==> src/rtl/lock_key_ctrl.sv <==
// Serial key loader for a locked FSM: shifts in KEY_W key bits LSB first plus an
// even-parity bit, commits the key on good parity and holds the FSM in reset otherwise.
module lock_key_ctrl #(
  parameter int KEY_W   = 8,
  parameter int TIMEOUT = 16
) (
  input  logic             clk,
  input  logic             rst,
  input  logic             key_start,
  input  logic             key_bit,
  input  logic             key_bit_valid,
  output logic             key_ready,
  output logic [KEY_W-1:0] keyinput,
  output logic             fsm_rst,
  output logic             key_loaded,
  output logic             key_err
);

  localparam int CNT_W = $clog2(KEY_W + 1);

  localparam logic [2:0] ST_IDLE = 3'd0;
  localparam logic [2:0] ST_LOAD = 3'd1;
  localparam logic [2:0] ST_PAR  = 3'd2;
  localparam logic [2:0] ST_RUN  = 3'd3;
  localparam logic [2:0] ST_ERR  = 3'd4;

  localparam logic [CNT_W-1:0] CNT_ONE  = CNT_W'(1);
  localparam logic [CNT_W-1:0] LAST_BIT = CNT_W'(KEY_W - 1);
  localparam logic [7:0]       IDLE_MAX = 8'(TIMEOUT - 1);
  localparam logic [KEY_W-1:0] KEY_ONE  = KEY_W'(1);

  logic [2:0]       state_r,    state_s;
  logic [CNT_W-1:0] bit_cnt_r,  bit_cnt_s;
  logic [7:0]       idle_cnt_r, idle_cnt_s;
  logic [KEY_W-1:0] shift_r,    shift_s;
  logic [KEY_W-1:0] key_r,      key_s;

  function automatic logic even_parity(input logic [KEY_W-1:0] data);
    return ^data;
  endfunction

  // Next-state and datapath update; key_start outranks any coincident bit.
  always_comb begin
    state_s    = state_r;
    bit_cnt_s  = bit_cnt_r;
    idle_cnt_s = idle_cnt_r;
    shift_s    = shift_r;
    key_s      = key_r;
    case (state_r)
      ST_IDLE, ST_RUN, ST_ERR: begin
        if (key_start) begin
          state_s    = ST_LOAD;
          bit_cnt_s  = '0;
          idle_cnt_s = 8'd0;
          shift_s    = '0;
        end else begin
          state_s = state_r;
        end
      end
      ST_LOAD, ST_PAR: begin
        if (key_start) begin
          state_s    = ST_LOAD;
          bit_cnt_s  = '0;
          idle_cnt_s = 8'd0;
          shift_s    = '0;
        end else if (key_bit_valid) begin
          idle_cnt_s = 8'd0;
          if (state_r == ST_LOAD) begin
            shift_s   = (shift_r & ~(KEY_ONE << bit_cnt_r)) | (KEY_W'(key_bit) << bit_cnt_r);
            bit_cnt_s = bit_cnt_r + CNT_ONE;
            if (bit_cnt_r == LAST_BIT) begin
              state_s = ST_PAR;
            end else begin
              state_s = ST_LOAD;
            end
          end else if (key_bit == even_parity(shift_r)) begin
            state_s = ST_RUN;
            key_s   = shift_r;
          end else begin
            state_s = ST_ERR;
            key_s   = '0;
          end
        end else if (idle_cnt_r == IDLE_MAX) begin
          state_s = ST_ERR;
          key_s   = '0;
        end else begin
          idle_cnt_s = idle_cnt_r + 8'd1;
        end
      end
      default: begin
        // Unreachable encodings fall into the safe error state.
        state_s = ST_ERR;
        key_s   = '0;
      end
    endcase
  end

  // State and datapath registers with synchronous reset.
  always_ff @(posedge clk) begin
    if (rst) begin
      state_r    <= ST_IDLE;
      bit_cnt_r  <= '0;
      idle_cnt_r <= 8'd0;
      shift_r    <= '0;
      key_r      <= '0;
    end else begin
      state_r    <= state_s;
      bit_cnt_r  <= bit_cnt_s;
      idle_cnt_r <= idle_cnt_s;
      shift_r    <= shift_s;
      key_r      <= key_s;
    end
  end

  assign key_ready  = (state_r == ST_LOAD) || (state_r == ST_PAR);
  assign fsm_rst    = (state_r != ST_RUN);
  assign key_loaded = (state_r == ST_RUN);
  assign key_err    = (state_r == ST_ERR);
  assign keyinput   = key_r;

endmodule

==> config.mk <==
export PLATFORM = sky130hd
export DESIGN_NAME = lock_key_ctrl
export DESIGN_NICKNAME = d
export VERILOG_FILES = /design/src/rtl/lock_key_ctrl.sv
export SDC_FILE = /design/constraint.sdc
export NUM_CORES = 1
export LEC_CHECK = 0
export BUFFER_PORTS_ARGS = -buffer_cell sky130_fd_sc_hd__buf_4
export CORE_MARGIN = 4
export CORE_UTILIZATION = 41
export DETAILED_ROUTE_END_ITERATION = 10
export PLACE_DENSITY = 0.56
export RECOVER_POWER = 100
export SETUP_SLACK_MARGIN = 0.02
export SYNTH_ARGS = -nofsm -noshare
export SYNTH_HDL_FRONTEND = slang
export SYNTH_SLANG_ARGS = --single-unit
==> constraint.sdc <==
create_clock -name clk -period 5 [get_ports clk]
set_clock_uncertainty 0.1 [all_clocks]
set_input_delay 1 -clock clk [delete_from_list [all_inputs] [get_ports clk]]
set_output_delay 1 -clock clk [all_outputs]
set_load 0.02 [all_outputs]
==> flow_summary.yaml, run 1 <==
clocking:
  cts_setup_buffers: 0
  cts_tree: "done"
  clock_latency_ns: 0.29
  cts.sinks: 31
  holdBufCountCts: 0
  clockRootBuffer: "clkbuf_8"
  cts_buffers: 5
  cts_buffer_depth: 2
  htree_levels: 2
  cts.clk_slew.worst_paths_ns: 0.06
  ctsResizeCount: 0
synth:
  ys_seq_area_share_pct: 35.2
  syn_nets: 232
  synth_top_cell_area_share_pct: 35.2
  ys_top_cells_by_area: "dfxtp_1 35%, a21oi_1 9.1%, o21ai_0 6.5%"
  yosysWarnings: 0
  synth_top_area_cell: "dfxtp_1"
  synth_cells: 220
  ys_ff_latch: 31
  ys_types: 41
  avgSynthCellArea_sq_um: 8.01
  netlist_area_sq_mm: 0.00176
placement:
  pre_cts_ws_ns: 2.40
  hpwl_um: 3180
  port_buffers: 16
  placed_area_sq_mm: 0.00190
  place_congestion: 0.878
timing:
  max_freq_ghz: 0.344
  rsz0062_at_grt: "false"
  worst_slack_ns: 2.10
  slew_viol_final: 0
  hold_viol_final: 0
  min_period_ns: 2.90
  worst_slew_pin_slew_ns: 0.730
  finalSetupTns_ns: 0
  hold_ws_ns: 0.375
  finalCritPeriodShare_pct: 58.1
  finalSetupViolations: 0
  relSlewSlack_pct: 50.9
detailed_routing:
  firstDrtPassIters: 4
  drc_errors: 0
  num_vias: 1653
  ant_nets: 0
  drt-wirelength-per-cell_um: 15.6
  avgViaCountPerCell: 5.84
  wl_um: 4410
  drtIter0Drc: 153
critical_path:
  crit_arrival_ns: 3.03
  rrSetupSlack_ns: 2.53
  crit_path_end_kind: "register"
  critPathMaxStageDelay_ns: 0.67
  critPathKind: "primary input to register"
  crit_chain: "clkbuf_1, inv_1, or4_2, mux2i_1, nand4_1, a21oi_1"
  slowest_stage: "or4_2"
  r2r_start: "state_r[0]$_SDFFE_PP0P_"
  required_ns: 5.13
  worstRegToRegCells: 5
  crit_path_max_fanout: 8
  start_kind: "primary input"
  r2r_end: "keyinput[0]$_SDFFE_PP0P_"
cells_and_area:
  nets: 245
  fin_util_pct: 46.7
  num_antenna_cells: 0
  areaGrowthSynthToFinish_pct: 8.24
  stdcell_area_sq_mm: 0.00191
  drive_above_1_share_pct: 5.15
floorplanning:
  core-area_sq_mm: 0.00409
  io_pins: 17
  initial_utilization_pct: 43.1
  dieArea_sq_mm: 0.00541
  die_h_um: 73.6
  num_rows: 23
  die_w_um: 73.6
power_and_ir_drop:
  p_leak_nw: 0.668
  powerDensity_mw_per_mm2: 267
  peakVddDrop_uv: 120
hold_path:
  hold_depth: 2
  min_from: "keyinput[7]$_SDFFE_PP0P_"
  hold_end: "keyinput[7]$_SDFFE_PP0P_"
  hp-class: "register to register"
run:
  cap_violations: 0
grt:
  grt_usage_pct: 17.7
  grt-ovfl-total: 0
  grt_max_degree: 28
  grt_pass1_wl_um: 7410
  grt_pass1_vias: 1572
  antenna_found_initial: 0
run_status:
  status: "finished, final reports clean"
per-layer routing:
layer,wire (um),track usage [%],share of wire (%)
met1,2070,22.8,47
met5,0,0,0
met2,2020,28.1,46
met4,95,8.45,2.2
met3,228,3.56,5.2
worst max-delay path, delay by kind of cell:
kind                   cells  cell delay (ns)
buffers and inverters      2             0.46
AO/OA/AOI/OAI              1             0.17
AND/OR/NAND/NOR            2             0.87
multiplexers               1             0.53
sequential cells by signal, summed over array words and instances (netlist names):
signal	cells
shift_r	8
idle_cnt_r	8
bit_cnt_r	4
state_r	3
keyinput	8
cell usage after synthesis (all sizes together):
| cell | count |
|---|---|
| a21oi | 32 |
| dfxtp | 31 |
| o21ai | 27 |
| nor2 | 21 |
| nand3 | 12 |
| inv | 10 |
| nand2 | 10 |
| nand4 | 10 |
| o21a | 9 |
| nor3 | 8 |
| ha | 7 |
| clkbuf | 6 |
| buf | 4 |
| xor2 | 4 |
| mux2i | 3 |
| or4 | 3 |
| xnor2 | 3 |
| nor2b | 2 |
| nor3b | 2 |
| or3 | 2 |
| a22oi | 1 |
| a2bb2oi | 1 |
| a31oi | 1 |
| and3 | 1 |
| mux2 | 1 |
| nor4 | 1 |
| nor4b | 1 |
| o21ba | 1 |
| o311a | 1 |
| o31a | 1 |
| o31ai | 1 |
| o41ai | 1 |
| xnor3 | 1 |
| xor3 | 1 |
per-stage QoR:
stage / power (mW) / instances
6_report: 0.509 / 283
5_1_grt: 0.530 / 283
4_1_cts: 0.518 / 283
3_5_place_dp: 0.318 / 276
3_3_place_gp: 0.317 / 276
2_1_floorplan: 0.301 / 220
worst max path at each step:
stage                                        from                       end  cells after the start
after detailed placement                key_start   state_r[0]$_SDFFE_PP0P_                      6
after CTS                 state_r[0]$_SDFFE_PP0P_                 key_ready                      3
final                               key_bit_valid  keyinput[0]$_SDFFE_PP0P_                      6
after global placement                    key_bit   state_r[2]$_SDFFE_PP0P_                      6
after global routing                key_bit_valid  keyinput[2]$_SDFFE_PP0P_                      6
after floorplan                           key_bit   state_r[2]$_SDFFE_PP0P_                      5
layout by cell type, fill, tap and decap left out, types with 6 or more instances in the layout:
master / n
a21oi_1: 32
dfxtp_1: 31
o21ai_0: 24
nor2_1: 21
clkbuf_1: 15
nand3_1: 12
inv_1: 10
nand2_1: 10
nand4_1: 10
o21a_1: 9
nor3_1: 8
ha_1: 7
clkbuf_8: 6
logic make-up after synthesis:
| kind of cell | synth area share, % |
|---|---|
| AOI/OAI and AO/OA | 25.3 |
| and+or+nand+nor | 20.8 |
| DFF | 35.2 |
| buffers and inverters | 4.55 |
| xor gates and xnor gates | 6.11 |
| adders and majority gates | 4.97 |
| muxes | 3.05 |
area by class of cell:
class	instances	area, sq um
Fill cell	409	2180
Multi-Input combinational cell	169	1030
Timing Repair Buffer	16	63.8
Clock buffer	6	82.6
Tap cell	50	62.6
Inverter	10	37.5
Sequential cell	31	621
Clock inverter	1	5.00
where the power goes:
group | internal [mW] | switching (mW)
clock | 0.108 | 0.0933
combinational | 0.0160 | 0.0389
sequential | 0.249 | 0.00471
total | 0.373 | 0.137
Power figures use the tool's default switching activity.
==> inputs of run 2 (changes only) <==
--- a/config.mk
+++ b/config.mk
@@ -9,7 +9,7 @@
 export CORE_MARGIN = 4
 export CORE_UTILIZATION = 41
 export DETAILED_ROUTE_END_ITERATION = 10
-export PLACE_DENSITY = 0.56
+export PLACE_DENSITY = 0.58
 export RECOVER_POWER = 100
 export SETUP_SLACK_MARGIN = 0.02
 export SYNTH_ARGS = -nofsm -noshare
==> constraint.sdc (replaced) <==
create_clock -name clk -period 2.6 [get_ports clk]
set_clock_uncertainty 0.1 [all_clocks]
set_input_delay 0.52 -clock clk [delete_from_list [all_inputs] [get_ports clk]]
set_output_delay 0.52 -clock clk [all_outputs]
set_load 0.02 [all_outputs]
==> flow_summary.yaml, run 2 (synthesized netlist as in run 1, its figures left out) <==
power_and_ir_drop:
  powerDensity_mw_per_mm2: 506
  p_leak_nw: 0.692
  peakVddDrop_uv: 300
floorplanning:
  die_w_um: 73.6
  io_pins: 17
  initial_utilization_pct: 43.1
  num_rows: 23
  dieArea_sq_mm: 0.00541
  die_h_um: 73.6
  core-area_sq_mm: 0.00409
clocking:
  cts.clk_slew.worst_paths_ns: 0.07
  clock_latency_ns: 0.28
  htree_levels: 2
  ctsResizeCount: 0
  cts_tree: "done"
  cts.sinks: 31
  cts_setup_buffers: 0
  cts_buffers: 5
  cts_buffer_depth: 2
  holdBufCountCts: 0
  clockRootBuffer: "clkbuf_8"
critical_path:
  cp_top_family: "simple AND/OR/NAND/NOR gates"
  start_kind: "register"
  crit_path_max_fanout: 8
  path_buf_inv: 0
  r2r_start: "shift_r[0]$_SDFFE_PP0P_"
  crit_arrival_ns: 2.39
  crit_path_end_kind: "register"
  r2r_end: "keyinput[2]$_SDFFE_PP0P_"
  required_ns: 2.72
  critPathKind: "register to register"
  rrSetupSlack_ns: 0.33
  worstRegToRegCells: 5
  crit_chain: "xor3_1, or4_4, mux2i_1, nand4_1, a21oi_1"
  slowest_stage: "mux2i_1"
  critPathMaxStageDelay_ns: 0.49
detailed_routing:
  drc_errors: 0
  avgViaCountPerCell: 5.69
  drt-wirelength-per-cell_um: 14.5
  ant_nets: 0
  firstDrtPassIters: 4
  drtIter0Drc: 154
  num_vias: 1628
  wl_um: 4160
cells_and_area:
  areaGrowthSynthToFinish_pct: 10.5
  drive_above_1_share_pct: 7.63
  nets: 248
  num_antenna_cells: 0
  stdcell_area_sq_mm: 0.00195
  n_fill_cell: 431
  mostFrequentLayoutCell: "a21oi_1"
  mostFrequentLayoutCells: "32 x a21oi_1, 31 x dfxtp_1, 24 x o21ai_0, 21 x nor2_1, 13 x clkbuf_1"
  fin_cells: 286
placement:
  port_buffers: 16
  placed_area_sq_mm: 0.00192
  place_congestion: 0.877
  hpwl_um: 3000
  dp.cells: 279
grt:
  grt.busiest_layer: "met2"
  gr-usage-met3_pct: 3.83
  grt_usage_pct: 16.6
  antenna_found_initial: 0
  grt-ovfl-total: 0
  use_met1_pct: 23.6
  grt_max_degree: 28
  grt_pass1_wl_um: 6930
  gr-usage-met2_pct: 24.2
  grt_pass1_vias: 1407
run:
  cap_violations: 0
timing:
  hold_viol_final: 0
  finalCritPeriodShare_pct: 87.4
  worst_slew_pin_slew_ns: 0.768
  min_period_ns: 2.27
  slew_viol_final: 0
  relSlewSlack_pct: 48.3
  hold_ws_ns: 0.374
  finalSetupViolations: 0
  finalSetupTns_ns: 0
  max_freq_ghz: 0.440
  rsz0062_at_grt: "false"
run_status:
  status: "finished, final reports clean"
hold_path:
  min_from: "keyinput[6]$_SDFFE_PP0P_"
  hold_depth: 2
  hp-class: "register to register"
  hold_end: "keyinput[6]$_SDFFE_PP0P_"
-- run 2: through the flow --
step | utilization (%) | setup slack [ns] | total power [mW]
4_1_cts | 49.2 | 0.484 | 0.998
3_3_place_gp | 47.1 | 0.538 | 0.614
5_1_grt | 47.6 | 0.194 | 1.03
6_report | 47.6 | 0.327 | 0.985
2_1_floorplan | - | 0.756 | 0.580
3_5_place_dp | 47.1 | 0.492 | 0.613
-- run 2: area by class of cell --
type	instances	area (sq um)	area share [%]
clock inverters	1	5.00	0.257
multi-input cells	169	1040	53.7
clock buffers	6	82.6	4.24
well taps	50	62.6	3.21
inverters	10	37.5	1.93
flip-flops and latches	31	621	31.9
repair buffers	19	93.8	4.82
-- run 2: worst max-delay path by stage --
stage | start | end | slack (ns) | cells past startpoint
2_1_floorplan | key_bit | state_r[2]$_SDFFE_PP0P_ | 0.76 | 5
3_3_place_gp | key_bit | state_r[2]$_SDFFE_PP0P_ | 0.54 | 6
3_5_place_dp | key_bit | state_r[2]$_SDFFE_PP0P_ | 0.49 | 6
4_1_cts | state_r[0]$_SDFFE_PP0P_ | key_ready | 0.48 | 4
5_1_grt | state_r[0]$_SDFFE_PP0P_ | keyinput[0]$_SDFFE_PP0P_ | 0.19 | 6
6_report | shift_r[0]$_SDFFE_PP0P_ | keyinput[2]$_SDFFE_PP0P_ | 0.33 | 5
-- run 2: report_power, final --
group / internal (mW) / switching [mW] / total [mW]
Clock: 0.207 / 0.180 / 0.387
Sequential: 0.478 / 0.00673 / 0.485
Combinational: 0.0377 / 0.0748 / 0.112
Total: 0.724 / 0.261 / 0.985
-- run 2: tightest hold or removal path: stages, from the launching register on --
cell and delay (ns):
dfxtp_1 0.31, o21ai_0 0.06, a21oi_1 0.06
-- run 2: routing by layer --
| metal | part of all wire (%) | vias up | wire, um |
|---|---|---|---|
| li1 | - | 831 | - |
| met1 | 49 | 750 | 2040 |
| met2 | 44 | 40 | 1850 |
| met3 | 5.1 | 7 | 214 |
| met4 | 1.5 | 0 | 62 |
| met5 | 0 | - | 0 |
